===== src/rtl/md_if.sv =====
// Request/response bundle between the pipeline and the multiply/divide unit.
interface md_if;
  logic        start;
  logic [1:0]  op;
  logic [31:0] opnd_a;
  logic [31:0] opnd_b;
  logic        cancel;
  logic        wr_hi;
  logic        wr_lo;
  logic [31:0] wr_data;
  logic        busy;
  logic        done;
  logic        div_zero;
  logic [31:0] hi;
  logic [31:0] lo;

  modport master (
    output start, op, opnd_a, opnd_b, cancel, wr_hi, wr_lo, wr_data,
    input  busy, done, div_zero, hi, lo
  );

  modport slave (
    input  start, op, opnd_a, opnd_b, cancel, wr_hi, wr_lo, wr_data,
    output busy, done, div_zero, hi, lo
  );
endinterface


===== src/rtl/md_unit.sv =====
// Iterative 32x32 multiply / 32/32 divide unit with HI/LO result registers.
// One shift-add (multiply) or restoring shift-subtract (divide) step per
// cycle for 32 cycles, then a single fixup cycle that applies signs and
// writes HI/LO.
module md_unit (
  input  logic clk,
  input  logic rst,
  md_if.slave  bus
);

  typedef enum logic [1:0] {IDLE, CALC, FIX} state_t;

  state_t      state_q, state_d;
  logic [5:0]  cnt_q;
  logic        is_div_q;
  logic        neg_res_q;   // negate product / quotient
  logic        neg_rem_q;   // negate remainder (dividend was negative)
  logic        dz_q;        // divide by zero: skip CALC, leave HI/LO alone
  logic [31:0] acc_hi_q;    // partial product high half / partial remainder
  logic [31:0] acc_lo_q;    // multiplier shifting out / quotient shifting in
  logic [31:0] oper_q;      // multiplicand or divisor magnitude
  logic [31:0] hi_q, lo_q;
  logic        done_q, div_zero_q;

  logic        op_signed, op_div, accept, zero_div;
  logic [31:0] mag_a, mag_b;
  logic [32:0] mul_sum, div_shift, div_diff;
  logic [63:0] prod_fix;
  logic [31:0] res_hi, res_lo;

  // Operand decode and magnitude conversion at the accept edge.
  always_comb begin
    op_signed = ~bus.op[0];
    op_div    = bus.op[1];
    accept    = (state_q == IDLE) && bus.start && !bus.cancel;
    zero_div  = op_div && (bus.opnd_b == 32'd0);
    mag_a     = (op_signed && bus.opnd_a[31]) ? -bus.opnd_a : bus.opnd_a;
    mag_b     = (op_signed && bus.opnd_b[31]) ? -bus.opnd_b : bus.opnd_b;
  end

  // One iteration step and the final sign fixup.
  always_comb begin
    mul_sum   = {1'b0, acc_hi_q} + (acc_lo_q[0] ? {1'b0, oper_q} : 33'd0);
    div_shift = {acc_hi_q, acc_lo_q[31]};
    div_diff  = div_shift - {1'b0, oper_q};
    prod_fix  = neg_res_q ? -{acc_hi_q, acc_lo_q} : {acc_hi_q, acc_lo_q};
    if (is_div_q) begin
      res_lo = neg_res_q ? -acc_lo_q : acc_lo_q;
      res_hi = neg_rem_q ? -acc_hi_q : acc_hi_q;
    end else begin
      res_hi = prod_fix[63:32];
      res_lo = prod_fix[31:0];
    end
  end

  // Next-state logic; cancel returns to IDLE from any active state.
  always_comb begin
    // NOTE: every always_comb output gets a default first so no path can infer a latch.
    state_d = state_q;
    case (state_q)
      IDLE:    if (accept) state_d = zero_div ? FIX : CALC;
      CALC:    if (bus.cancel) state_d = IDLE;
               else if (cnt_q == 6'd31) state_d = FIX;
      FIX:     state_d = IDLE;
      default: state_d = IDLE;
    endcase
  end

  // State register, datapath and HI/LO with synchronous reset.
  always_ff @(posedge clk) begin
    // NOTE: sequential state uses non-blocking assignments so every register samples pre-edge values.
    if (rst) begin
      state_q    <= IDLE;
      cnt_q      <= 6'd0;
      is_div_q   <= 1'b0;
      neg_res_q  <= 1'b0;
      neg_rem_q  <= 1'b0;
      dz_q       <= 1'b0;
      acc_hi_q   <= 32'd0;
      acc_lo_q   <= 32'd0;
      oper_q     <= 32'd0;
      hi_q       <= 32'd0;
      lo_q       <= 32'd0;
      done_q     <= 1'b0;
      div_zero_q <= 1'b0;
    end else begin
      state_q    <= state_d;
      done_q     <= 1'b0;
      div_zero_q <= 1'b0;
      case (state_q)
        IDLE: begin
          if (bus.wr_hi) hi_q <= bus.wr_data;
          if (bus.wr_lo) lo_q <= bus.wr_data;
          if (accept) begin
            is_div_q  <= op_div;
            neg_res_q <= op_signed && (bus.opnd_a[31] ^ bus.opnd_b[31]);
            neg_rem_q <= op_signed && bus.opnd_a[31];
            dz_q      <= zero_div;
            acc_hi_q  <= 32'd0;
            acc_lo_q  <= mag_a;
            oper_q    <= mag_b;
            cnt_q     <= 6'd0;
          end
        end
        CALC: begin
          if (!bus.cancel) begin
            cnt_q <= cnt_q + 6'd1;
            if (is_div_q) begin
              if (!div_diff[32]) begin
                acc_hi_q <= div_diff[31:0];
                acc_lo_q <= {acc_lo_q[30:0], 1'b1};
              end else begin
                acc_hi_q <= div_shift[31:0];
                acc_lo_q <= {acc_lo_q[30:0], 1'b0};
              end
            end else begin
              acc_hi_q <= mul_sum[32:1];
              acc_lo_q <= {mul_sum[0], acc_lo_q[31:1]};
            end
          end
        end
        FIX: begin
          if (!bus.cancel) begin
            done_q     <= 1'b1;
            div_zero_q <= dz_q;
            if (!dz_q) begin
              hi_q <= res_hi;
              lo_q <= res_lo;
            end
          end
        end
        default: ;
      endcase
    end
  end

  assign bus.busy     = (state_q != IDLE);
  assign bus.done     = done_q;
  assign bus.div_zero = div_zero_q;
  assign bus.hi       = hi_q;
  assign bus.lo       = lo_q;

endmodule

===== src/flat_wrapper.sv =====
// flat-port wrapper written by rule: the top's interface ports become plain ports
module md_unit_flat 
  (clk, rst, bus_start, bus_op, bus_opnd_a, bus_opnd_b, bus_cancel, bus_wr_hi, bus_wr_lo, bus_wr_data, bus_busy, bus_done, bus_div_zero, bus_hi, bus_lo);
  md_if bus_i ();
  input  logic clk;
  input  logic rst;
  input wire logic [$bits(bus_i.start)-1:0] bus_start;
  input wire logic [$bits(bus_i.op)-1:0] bus_op;
  input wire logic [$bits(bus_i.opnd_a)-1:0] bus_opnd_a;
  input wire logic [$bits(bus_i.opnd_b)-1:0] bus_opnd_b;
  input wire logic [$bits(bus_i.cancel)-1:0] bus_cancel;
  input wire logic [$bits(bus_i.wr_hi)-1:0] bus_wr_hi;
  input wire logic [$bits(bus_i.wr_lo)-1:0] bus_wr_lo;
  input wire logic [$bits(bus_i.wr_data)-1:0] bus_wr_data;
  output wire logic [$bits(bus_i.busy)-1:0] bus_busy;
  output wire logic [$bits(bus_i.done)-1:0] bus_done;
  output wire logic [$bits(bus_i.div_zero)-1:0] bus_div_zero;
  output wire logic [$bits(bus_i.hi)-1:0] bus_hi;
  output wire logic [$bits(bus_i.lo)-1:0] bus_lo;
  assign bus_i.start = bus_start;
  assign bus_i.op = bus_op;
  assign bus_i.opnd_a = bus_opnd_a;
  assign bus_i.opnd_b = bus_opnd_b;
  assign bus_i.cancel = bus_cancel;
  assign bus_i.wr_hi = bus_wr_hi;
  assign bus_i.wr_lo = bus_wr_lo;
  assign bus_i.wr_data = bus_wr_data;
  assign bus_busy = bus_i.busy;
  assign bus_done = bus_i.done;
  assign bus_div_zero = bus_i.div_zero;
  assign bus_hi = bus_i.hi;
  assign bus_lo = bus_i.lo;
  md_unit u_core (.clk(clk), .rst(rst), .bus(bus_i));
endmodule

===== config.mk =====
export PLATFORM = sky130hd
export DESIGN_NAME = md_unit_flat
export DESIGN_NICKNAME = d
export VERILOG_FILES = /design/src/rtl/md_if.sv /design/src/rtl/md_unit.sv /design/src/flat_wrapper.sv
export SDC_FILE = /design/constraint.sdc
export NUM_CORES = 1
export LEC_CHECK = 0
export CAP_MARGIN = 20
export CORE_UTILIZATION = 55
export DETAILED_ROUTE_END_ITERATION = 10
export GPL_ROUTABILITY_DRIVEN = 0
export PLACE_DENSITY = 0.81
export SYNTH_ARGS = -nofsm -noshare
export SYNTH_HDL_FRONTEND = slang
export SYNTH_SLANG_ARGS = --single-unit

===== constraint.sdc =====
create_clock -name clk -period 3.6 [get_ports clk]
set_input_delay 0.72 -clock clk [delete_from_list [all_inputs] [get_ports clk]]
set_output_delay 0.72 -clock clk [all_outputs]
set_load 0.05 [all_outputs]

==> After elaboration in Yosys (flattened, before gate mapping) <==
Index checks and enable logic that the tools add are counted.
{ "totals": {"elab_cells": 88, "ff_bits": 174} }
{ "op_classes": {"bitwise_logic": 3, "n_eq_ne": 10, "mux": 35, "n_reduce_logical": 19, "n_addsub": 8} }
{ "op_table": {"columns": ["op", "count"], "rows": [
  ["two-way mux 32 bit", 20],
  ["one-hot mux 32 bit (2 select lines)", 4],
  ["negation 32 bit", 4],
  ["two-way mux 64 bit", 1],
  ["negation 64 bit", 1],
  ["adder 32 x 33 -> 33 bit", 1],
  ["subtractor 33 x 32 -> 33 bit", 1],
  ["zero test 32 bit", 1],
  ["two-way mux 6 bit", 2],
  ["one-hot mux 6 bit (2 select lines)", 1],
  ["inequality test 2 bit (second input constant)", 5],
  ["two-way mux 2 bit", 4],
  ["AND reduction 4 bit", 2],
  ["adder 6 x 1 -> 6 bit (second input constant)", 1],
  ["equality test 6 x 5 -> 1 bit (second input constant)", 1],
  ["logical AND 1 bit", 6],
  ["nonzero test 2 bit", 3],
  ["one-hot mux 2 bit (2 select lines)", 1],
  ["AND reduction 2 bit", 2],
  ["inequality test 3 x 2 -> 1 bit (second input constant)", 1],
  ["AND reduction 3 bit", 1],
  ["OR reduction 3 bit", 1],
  ["equality test 2 x 1 -> 1 bit (second input constant)", 1],
  ["equality test 2 bit (second input constant)", 1],
  ["other kinds (7)", 9]
]} }

==> Longest topological paths before layout <==
{ "logic_depth": {"depth_word": 6, "mapped_depth": 14, "depth_no_buf": 13} }

==> Worst setup path before layout <==
OpenSTA, ideal clock, no wires.
{ "synth_timing": {"path_type": "flip-flop to flip-flop", "startpoint": "register u_core.acc_lo_q[0]", "endpoint": "register u_core.acc_hi_q[28]", "setup_ns": 0.122, "path_stages_with_launch": 13, "arrival_time_ns": 3.060, "synth_period_minus_slack_ns": 3.182, "setup_slack_ns": 0.418, "path_buffers": 1, "cell_sequence": "dfxtp_1 inv_1 clkbuf_1 nor2_1 ha_1 a2111oi_0 a21oi_1 a221oi_2 o2111ai_1 nor2b_1 a311oi_1 xnor2_1 a221o_1"} }
{ "synth_between": {"elab_chain_cells": 5} }
{ "synth_lines": {"columns": ["item", "line", "source"], "rows": [
  ["from (decl)", "md_unit.sv:20", "logic [31:0] acc_lo_q;"],
  ["from (signal assigned)", "md_unit.sv:100", "acc_lo_q <= mag_a;"],
  ["from (signal assigned)", "md_unit.sv:111", "acc_lo_q <= {acc_lo_q[30:0], 1'b1};"],
  ["from (signal assigned)", "md_unit.sv:114", "acc_lo_q <= {acc_lo_q[30:0], 1'b0};"],
  ["two-way mux 32 bit", "md_unit.sv:43", "mul_sum = {1'b0, acc_hi_q} + (acc_lo_q[0] ? {1'b0, oper_q} : 33'd0);"],
  ["adder 32 x 33 -> 33 bit", "md_unit.sv:43", null],
  ["two-way mux 32 bit", "md_unit.sv:108", "if (is_div_q) begin"],
  ["two-way mux 32 bit", "md_unit.sv:106", "if (!bus.cancel) begin"],
  ["one-hot mux 32 bit (2 select lines)", "md_unit.sv:90", "case (state_q)"],
  ["to (signal assigned)", "md_unit.sv:110", "acc_hi_q <= div_diff[31:0];"],
  ["to (signal assigned)", "md_unit.sv:113", "acc_hi_q <= div_shift[31:0];"],
  ["to (signal assigned)", "md_unit.sv:117", "acc_hi_q <= mul_sum[32:1];"],
  ["to (decl)", "md_unit.sv:19", "logic [31:0] acc_hi_q;"]
]} }
No other way between the ends. The select of a mux whose other input is x is not followed.
A chain may end at the register's enable or synchronous reset.

==> Final worst setup path <==
{ "layout_timing": {"startpoint": "register u_core.oper_q[21]", "endpoint": "register u_core.acc_hi_q[2]"} }
{ "layout_between": {"elab_chain_cells": 5} }
{ "layout_lines": {"columns": ["item", "line", "source"], "rows": [
  ["from (decl)", "md_unit.sv:21", "logic [31:0] oper_q;"],
  ["from (signal assigned)", "md_unit.sv:101", "oper_q <= mag_b;"],
  ["subtractor 33 x 32 -> 33 bit", "md_unit.sv:45", "div_diff = div_shift - {1'b0, oper_q};"],
  ["two-way mux 32 bit", "md_unit.sv:109", "if (!div_diff[32]) begin"],
  ["two-way mux 32 bit", "md_unit.sv:108", null],
  ["two-way mux 32 bit", "md_unit.sv:106", null],
  ["one-hot mux 32 bit (2 select lines)", "md_unit.sv:90", null]
]} }
No other way between the ends. The select of a mux whose other input is x is not followed.

==> impl_metrics.env <==
export IMPL_hold_class="flop to flop"
export IMPL_vias=15800
export IMPL_insertion_delay_ns=0.44
export IMPL_num_io_pins=171
export IMPL_finalSetupViolations=0
export IMPL_dp_hpwl_um=37300
export IMPL_clockRootBuffer="clkbuf_16"
export IMPL_power_leakage_nw=6.74
export IMPL_cts_made_buffers=17
export IMPL_grt_max_degree=88
export IMPL_critPathLaunch="u_core.oper_q[21]"
export IMPL_synth_flop_cell="dfxtp_1"
export IMPL_hold_viol=0
export IMPL_worst_slew_pin_slew_ns=0.944
export IMPL_vias_per_cell=6.44
export IMPL_cts_path_max_buffers=2
export IMPL_crit_type="flop to flop"
export IMPL_fmax_mhz=290
export IMPL_drcViolationCount=0
export IMPL_synth_warning_count=0
export IMPL_period_share_pct=95.8
export IMPL_synth_cells=1949
export IMPL_clock_sinks=174
export IMPL_synth_net_count=2124
export IMPL_async_reset_ff_share_pct=0
export IMPL_die_h_um=163
export IMPL_cp_max_fo=6
export IMPL_critPathBufInv=2
export IMPL_cp_data_arrival_time_ns=3.77
export IMPL_cts_hold_buf=0
export IMPL_fp_coreArea_mm2=0.0253
export IMPL_cp_slowest_cell="a221oi_4"
export IMPL_diodes=0
export IMPL_drv_slew=0
export IMPL_fillCellCount=2108
export IMPL_dr_pass1_iters=6
export IMPL_reg2reg_from="u_core.oper_q[21]"
export IMPL_cts_max_level=4
export IMPL_endpoint_kind="flop"
export IMPL_cpPeakStageDelay_ns=0.47
export IMPL_max_cap_violations=0
export IMPL_ys_seq_area_share_pct=24.5
export IMPL_route_detailed_wl_per_inst_um=19.9
export IMPL_syn_area_mm2=0.0142
export IMPL_synth_edff_count=0
export IMPL_drtIter0Drc=2242
export IMPL_worstPathCellList="inv_1, ha_1, a211oi_1, o211ai_1, a21oi_1, o211ai_1, a221oi_4, xnor2_1, buf_4, o21ai_0, a221o_1"
export IMPL_routed_wl_um=48800
export IMPL_place_port_buffers=170
export IMPL_startpoint_type="flop"
export IMPL_critPathTopFamily="compound AO/OA/AOI/OAI gates"
export IMPL_worst_path_most_repeated_cell="o211ai_1"
export IMPL_antenna_found_initial=0
export IMPL_min_from="u_core.bus.lo[21]"
export IMPL_ys_top_cells_by_area="dfxtp_1 25%, nor2_1 7.1%, a21oi_1 7.0%"
export IMPL_fin_nets=2287
export IMPL_syn_avg_cell_area_um2=7.29
export IMPL_crit_required_ns=3.92
export IMPL_rows=58
export IMPL_yosysTopAreaCellShare_pct=24.5
export IMPL_hold_ws_ns=0.457
export IMPL_slew_headroom_pct=37.0
export IMPL_cts_clk_slew_worst_paths_ns=0.08
export IMPL_fin_skew_ns=0.0151
export IMPL_power_density_mw_per_mm2=326
export IMPL_grt_ovfl_total=0
export IMPL_cts_tree="yes"
export IMPL_grt_pass1_wl_um=74900
export IMPL_antenna_left=0
export IMPL_start_util_pct=56.3
export IMPL_synth_ff_latch_count=174
export IMPL_fin_crit_ns=3.45
export IMPL_synth_distinct_cells=86
export IMPL_vdd_ir_drop_max_uv=236
export IMPL_die_area_mm2=0.0265
export IMPL_area_growth_pct=21.3
export IMPL_worst_slack_ns=0.153
export IMPL_total_power_mw=5.61
export IMPL_grt_pass1_vias=14300
export IMPL_yosysTopAreaCell="dfxtp_1"
export IMPL_die_x_um=163
export IMPL_grt_total_usage_pct=35.8
export IMPL_layout_drive_gt1_share_pct=8.14
export IMPL_status="finished clean"
export IMPL_pre_cts_ws_ns=0.0752
## cells in the final DEF, fill, tap and decap left out, drive strengths merged, types with 12 or more instances in the layout
| master | n |
|---|---|
| nand3 | 34 |
| xnor2 | 95 |
| o21ai | 109 |
| o211ai | 36 |
| or4 | 13 |
| a22oi | 17 |
| clkdlybuf4s50 | 169 |
| nand2b | 14 |
| and3 | 12 |
| a21oi | 200 |
| dfxtp | 174 |
| a31oi | 22 |
| nand4 | 14 |
| or3 | 17 |
| mux2i | 33 |
| a211oi | 74 |
| inv | 72 |
| nor2 | 267 |
| o31ai | 24 |
| o41ai | 13 |
| nor4 | 16 |
| a21o | 34 |
| nor2b | 13 |
| a211o | 13 |
| buf | 106 |
| ha | 69 |
| clkbuf | 18 |
| xor2 | 79 |
| nor3 | 42 |
| nand2 | 189 |
## cells by family after synthesis
group | synth area share (%)
compound gates | 29.2
xor+xnor | 10.8
fa+ha+maj | 6.36
buf+inv | 5.29
flops | 24.5
mux | 2.32
simple gates | 21.5
## cell usage after synthesis, drive strengths merged (42+ instances only)
library cell / instances
a21oi: 200
ha: 69
nor2: 267
inv: 64
xnor2: 95
dfxtp: 174
o21ai: 109
nand2: 189
nor3: 42
clkbuf: 111
a211oi: 74
xor2: 79
## worst register-to-register path: stages (launching register included)
cell and delay, ns:
dfxtp_1 0.33, inv_1 0.10, ha_1 0.40, a211oi_1 0.38, o211ai_1 0.17, a21oi_1 0.28
o211ai_1 0.19, a221oi_4 0.47, xnor2_1 0.36, buf_4 0.26, o21ai_0 0.08, a221o_1 0.31
## state kept, by name (all words and copies together) (netlist names)
register / cells
u_core.bus.done: 1
u_core.neg_res_q: 1
u_core.state_q: 2
u_core.cnt_q: 6
u_core.acc_lo_q: 32
u_core.is_div_q: 1
u_core.neg_rem_q: 1
u_core.bus.hi: 32
u_core.dz_q: 1
u_core.bus.div_zero: 1
u_core.acc_hi_q: 32
u_core.bus.lo: 32
u_core.oper_q: 32
## through the flow
stage	instance area (um^2)	setup TNS, ns	std cells	utilization [%]
CTS	17200	0	2451	68.1
global placement	16600	0	2419	65.8
global route	17200	-0.155	2455	68.3
detailed placement	16600	0	2419	65.8
floorplan	14200	0	1949	-
finish	17200	0	2455	68.3
## metal layers
layer	track usage [%]	routed length, um	vias to the layer above
met1	49.2	20400	7319
met4	15.7	2160	0
li1	-	-	7365
met5	0	0	-
met3	7.92	5390	178
met2	53.3	20900	957
## where the power goes
group          internal [mW]  switching (mW)  total [mW]
logic                  0.621           0.988        1.61
registers               2.03           0.102        2.13
clock network          0.944           0.931        1.87
## timing repair
item | 4_1_cts | 5_1_grt
buffers inserted | 0 | 4
endpoints found under the hold margin | 0 | 0
gates resized for setup | 0 | 1
setup endpoints to repair | 0 | 9
## cell type report
class                      instances  area, um^2  area share [%]
timing repair buffer             275        2510            14.6
inverter                          65         244            1.41
multi-input combinational       1579       10000            58.0
tap                              330         413            2.39
sequential                       174        3480            20.2
clock inverter                    14         143           0.827
clock buffer                      18         439            2.55
## path summary, 6_finish.rpt
kind	to	slack, ns	cells past startpoint
worst min-delay path	u_core.bus.lo[21]	0.46	2
worst min register to register	u_core.bus.lo[21]	0.46	2
worst max-delay path	u_core.acc_hi_q[2]	0.15	11
worst max register to register	u_core.acc_hi_q[2]	0.15	11
Note: power is estimated with default switching activity, not from simulation.
==> RTL change 1, RTL diff (same flow settings) <==
Encoding of `state_t`: now one-hot (3 bits for 3 states).
--- a/src/rtl/md_unit.sv
+++ b/src/rtl/md_unit.sv
@@ -10,3 +10,3 @@
 
-  typedef enum logic [1:0] {IDLE, CALC, FIX} state_t;
+  typedef enum logic [2:0] {IDLE = 3'b001, CALC = 3'b010, FIX = 3'b100} state_t;
 
Check against the original RTL: no difference found for any inputs over 4 cycles, from zero or initial values and one cycle with rst high; so few cycles prove little.
==> RTL change 1 against the unedited design <==
Count of clock-buffer cells in the layout fell by 1; sequential cell count rose by 1; synthesized cell count fell by 6.1%; area after synthesis fell by 2.9%; die area fell by 2.8%; power fell by 0.93%; setup slack got worse by 0.011 ns; final area fell by 1.7%; routed wire length fell by 4.8%; clock power rose by 7%.
==> RTL change 1: results (changes against the unedited design) <==
STA
The smallest hold slack is 0.4788 ns (was 0.4575 ns). The clock skew after layout is 0.01916 ns (was 0.01505 ns). The actual transition at the worst max-transition pin was 0.8513 ns (was 0.9444 ns). The part of the cycle the worst path needs is 0.9607 (was 0.9576).

Routing
The routed wire length was 46470 microns (was 48830 microns). The total routed wire length on the met1 layer was 18940 microns (was 20390 microns). The sum of met3 wire segment lengths after detailed routing is 4946 microns (was 5392 microns).

Logic synthesis
The post-synthesis net count is 2006 (was 2124). The share of synthesized cell area in full adder, half adder and majority cells is 0.06543 (was 0.06356). The number of instances in the synthesized netlist is 1831 (was 1949).

Clock network
The number of clock sinks seen by CTS is 175 (was 174). The latest clock arrival within the worst-skew pair is 0.46 ns (was 0.44 ns).

Worst setup path
The maximum fanout along the worst path is 8 (was 6). The worst setup path endpoint is u_core.acc_hi_q[21] (was u_core.acc_hi_q[2]). The cell with the largest stage delay on the worst path is sky130_fd_sc_hd__fa_1 (was sky130_fd_sc_hd__a221oi_4). The critical path arrival is 3.81 ns (was 3.77 ns).

Place
The placed instance count came to 2328 (was 2419). The pre-CTS worst setup slack is 0.1131 ns (was 0.07525 ns). The final HPWL from detailed placement is 34840 microns (was 37300 microns). The standard cell area after detailed placement is 0.01629 sq mm (was 0.01662 sq mm).

Cells and area
The number of multi-input combinational cells is 1493 (was 1579). The proportion of layout cells with a drive suffix above 1 came to 0.09274 (was 0.08141). The net count of the finished layout came to 2200 (was 2287).

Global routing
The wire length of the first global-routing pass is 72610 microns (was 74890 microns). The global routing usage summed across all routing layers is 0.3502 (was 0.3578). The maximum number of pins on one net before global-route repair was 91 (was 88). The via count of the first global-routing pass was 13940 (was 14280).

Run status
Outcome: complete, no violations (unchanged).

Power
The power per cell area is 328.2 mW/mm^2 (was 325.6 mW/mm^2). The switching power total is 1.993 mW (was 2.020 mW). The power consumed by the clock network came to 2.00 mW (was 1.87 mW).

Min path
The capture endpoint of the worst hold path was u_core.bus.hi[0] (was u_core.bus.lo[21]).
## RTL change 1: worst register-to-register path: stages, from the launching register on
cell                       delay (ns)
sky130_fd_sc_hd__dfxtp_1         0.34
sky130_fd_sc_hd__inv_1           0.07
sky130_fd_sc_hd__ha_1            0.22
sky130_fd_sc_hd__fa_1            0.40
sky130_fd_sc_hd__nand2b_1        0.20
sky130_fd_sc_hd__a21oi_2         0.20
sky130_fd_sc_hd__o21a_1          0.19
sky130_fd_sc_hd__a311oi_2        0.12
sky130_fd_sc_hd__o21a_2          0.29
sky130_fd_sc_hd__o31ai_4         0.34
sky130_fd_sc_hd__xnor2_4         0.25
sky130_fd_sc_hd__mux2_1          0.36
sky130_fd_sc_hd__a22o_1          0.18
sky130_fd_sc_hd__a22o_1          0.19
## RTL change 1: kinds of logic after synthesis
kind of cell	Yosys count
xor gates and xnor gates	172
and+or+nand+nor	574
DFF	175
adders and majority gates	71
AOI/OAI and AO/OA	622
buffers and inverters	163
muxes	54
==> RTL change 2, RTL diff (same flow settings) <==
Made on the original files. Make the reset (`rst`) asynchronous in one clocked block. Comments in the files are not updated.
--- a/src/rtl/md_unit.sv
+++ b/src/rtl/md_unit.sv
@@ -69,3 +69,3 @@
   // State register, datapath and HI/LO with synchronous reset.
-  always_ff @(posedge clk) begin
+  always_ff @(posedge clk or posedge rst) begin
     // NOTE: sequential state uses non-blocking assignments so every register samples pre-edge values.
Formal check against the unedited RTL: differs if rst is asserted again (counterexample within 4 cycles, from zero or initial values and one cycle with rst high); with rst held inactive, the same outputs for 4 cycles.
==> RTL change 2 against the unedited design <==
Final area increased by 1.5%; setup slack improved by 0.051 ns; critical endpoint is now u_core.acc_hi_q[26]; clock skew increased by 0.0073 ns; routed wire length decreased by 5.1%; critical path depth increased by 4; sequential cell count unchanged; fmax increased by 1.5%; sequential share of layout area increased by 4.7 points; area after synthesis increased by 2.4%.
Power is not compared: it rests on default switching activity, and its combinational part moved more than twofold at a synthesized area within 25%.
==> RTL change 2: results (changes against the unedited design) <==
Run status
Outcome: complete, no violations (unchanged).

Routing
The initial DRC count was 1875 (was 2242). The total routed wire length on the met1 layer is 18980 microns (was 20390 microns). The number of detailed-routing iterations run before antenna repair is 9 (was 6). The routed wire length was 46330 microns (was 48830 microns). The met2 wirelength from detailed routing is 20320 microns (was 20880 microns). The sum of met3 wire segment lengths after detailed routing is 4884 microns (was 5392 microns).

Global routing
The via count of the first global-routing pass is 14090 (was 14280). The global-route met3 utilization is 0.04872 (was 0.07920). The global routing usage summed across all routing layers is 0.3448 (was 0.3578). The maximum number of pins on one net before global-route repair is 81 (was 88). The wire length of the first global-routing pass was 72950 microns (was 74890 microns).

The met2 track demand over resource was 0.5286 (was 0.5331). The met1 demand-to-capacity share in global routing is 0.4740 (was 0.4919).

Cells and area
The clock buffer count came to 17 (was 18). The net count of the finished layout is 2198 (was 2287). The number of multi-input combinational cells was 1525 (was 1579). The proportion of layout cells with a drive suffix above 1 is 0.07171 (was 0.08141). The count of filler cells inserted in the layout is 2158 (was 2108). The share of the final layout cell area in multi-input gates is 0.5472 (was 0.5804).

The clock-cell share of area is 0.03517 (was 0.03374). The count of inverters other than clock inverters in the layout was 62 (was 65).

Clock network
The latest clock arrival within the worst-skew pair is 0.46 ns (was 0.44 ns).

Min path
The count of cells along the worst hold path was 1 (was 2). The capture endpoint of the worst hold path is u_core.bus.hi[7] (was u_core.bus.lo[21]).

Logic synthesis
The fraction of synthesized area in multiplexers is 0.04265 (was 0.02324). The sequential cell area fraction in the yosys report is 0.2992 (was 0.2451). The post-synthesis net count is 2046 (was 2124).

The post-synthesis async set-or-reset flop share came to 1.000 (was 0).

Worst setup path
The minimum setup slack among reg-to-reg paths came to 0.20 ns (was 0.15 ns). The critical path launch point is u_core.acc_lo_q[0] (was u_core.oper_q[21]). The worst setup path endpoint was u_core.acc_hi_q[26] (was u_core.acc_hi_q[2]). The cell depth of the worst flop-to-flop path is 15 (was 11). The maximum fanout along the worst path is 24 (was 6).

STA
The actual transition at the worst max-transition pin was 0.9139 ns (was 0.9444 ns).
RTL change 2: changes by cell type after synthesis, moves of 40 or more:
| cell | change |
|---|---|
| sky130_fd_sc_hd__nand2_1 | +51 |
| sky130_fd_sc_hd__o21ai_1 | +64 |
| sky130_fd_sc_hd__nor2_1 | -71 |
| sky130_fd_sc_hd__a211oi_1 | -54 |
| sky130_fd_sc_hd__a21oi_1 | -40 |
| sky130_fd_sc_hd__dfxtp_1 | -174 |
| sky130_fd_sc_hd__dfrtp_1 | +174 |
RTL change 2: through the flow:
| stage | hold WS (ns) | std cells | setup WS (ns) | utilization |
|---|---|---|---|---|
| floorplan | 0.4498 | 1871 | 0.4600 | - |
| global placement | 0.4590 | 2339 | 0.09796 | 0.6492 |
| detailed placement | 0.4655 | 2339 | 0.08310 | 0.6492 |
| CTS | 0.4848 | 2371 | 0.08577 | 0.6729 |
| global route | 0.5046 | 2371 | 0.01786 | 0.6737 |
| finish | 0.4838 | 2371 | 0.2038 | 0.6737 |
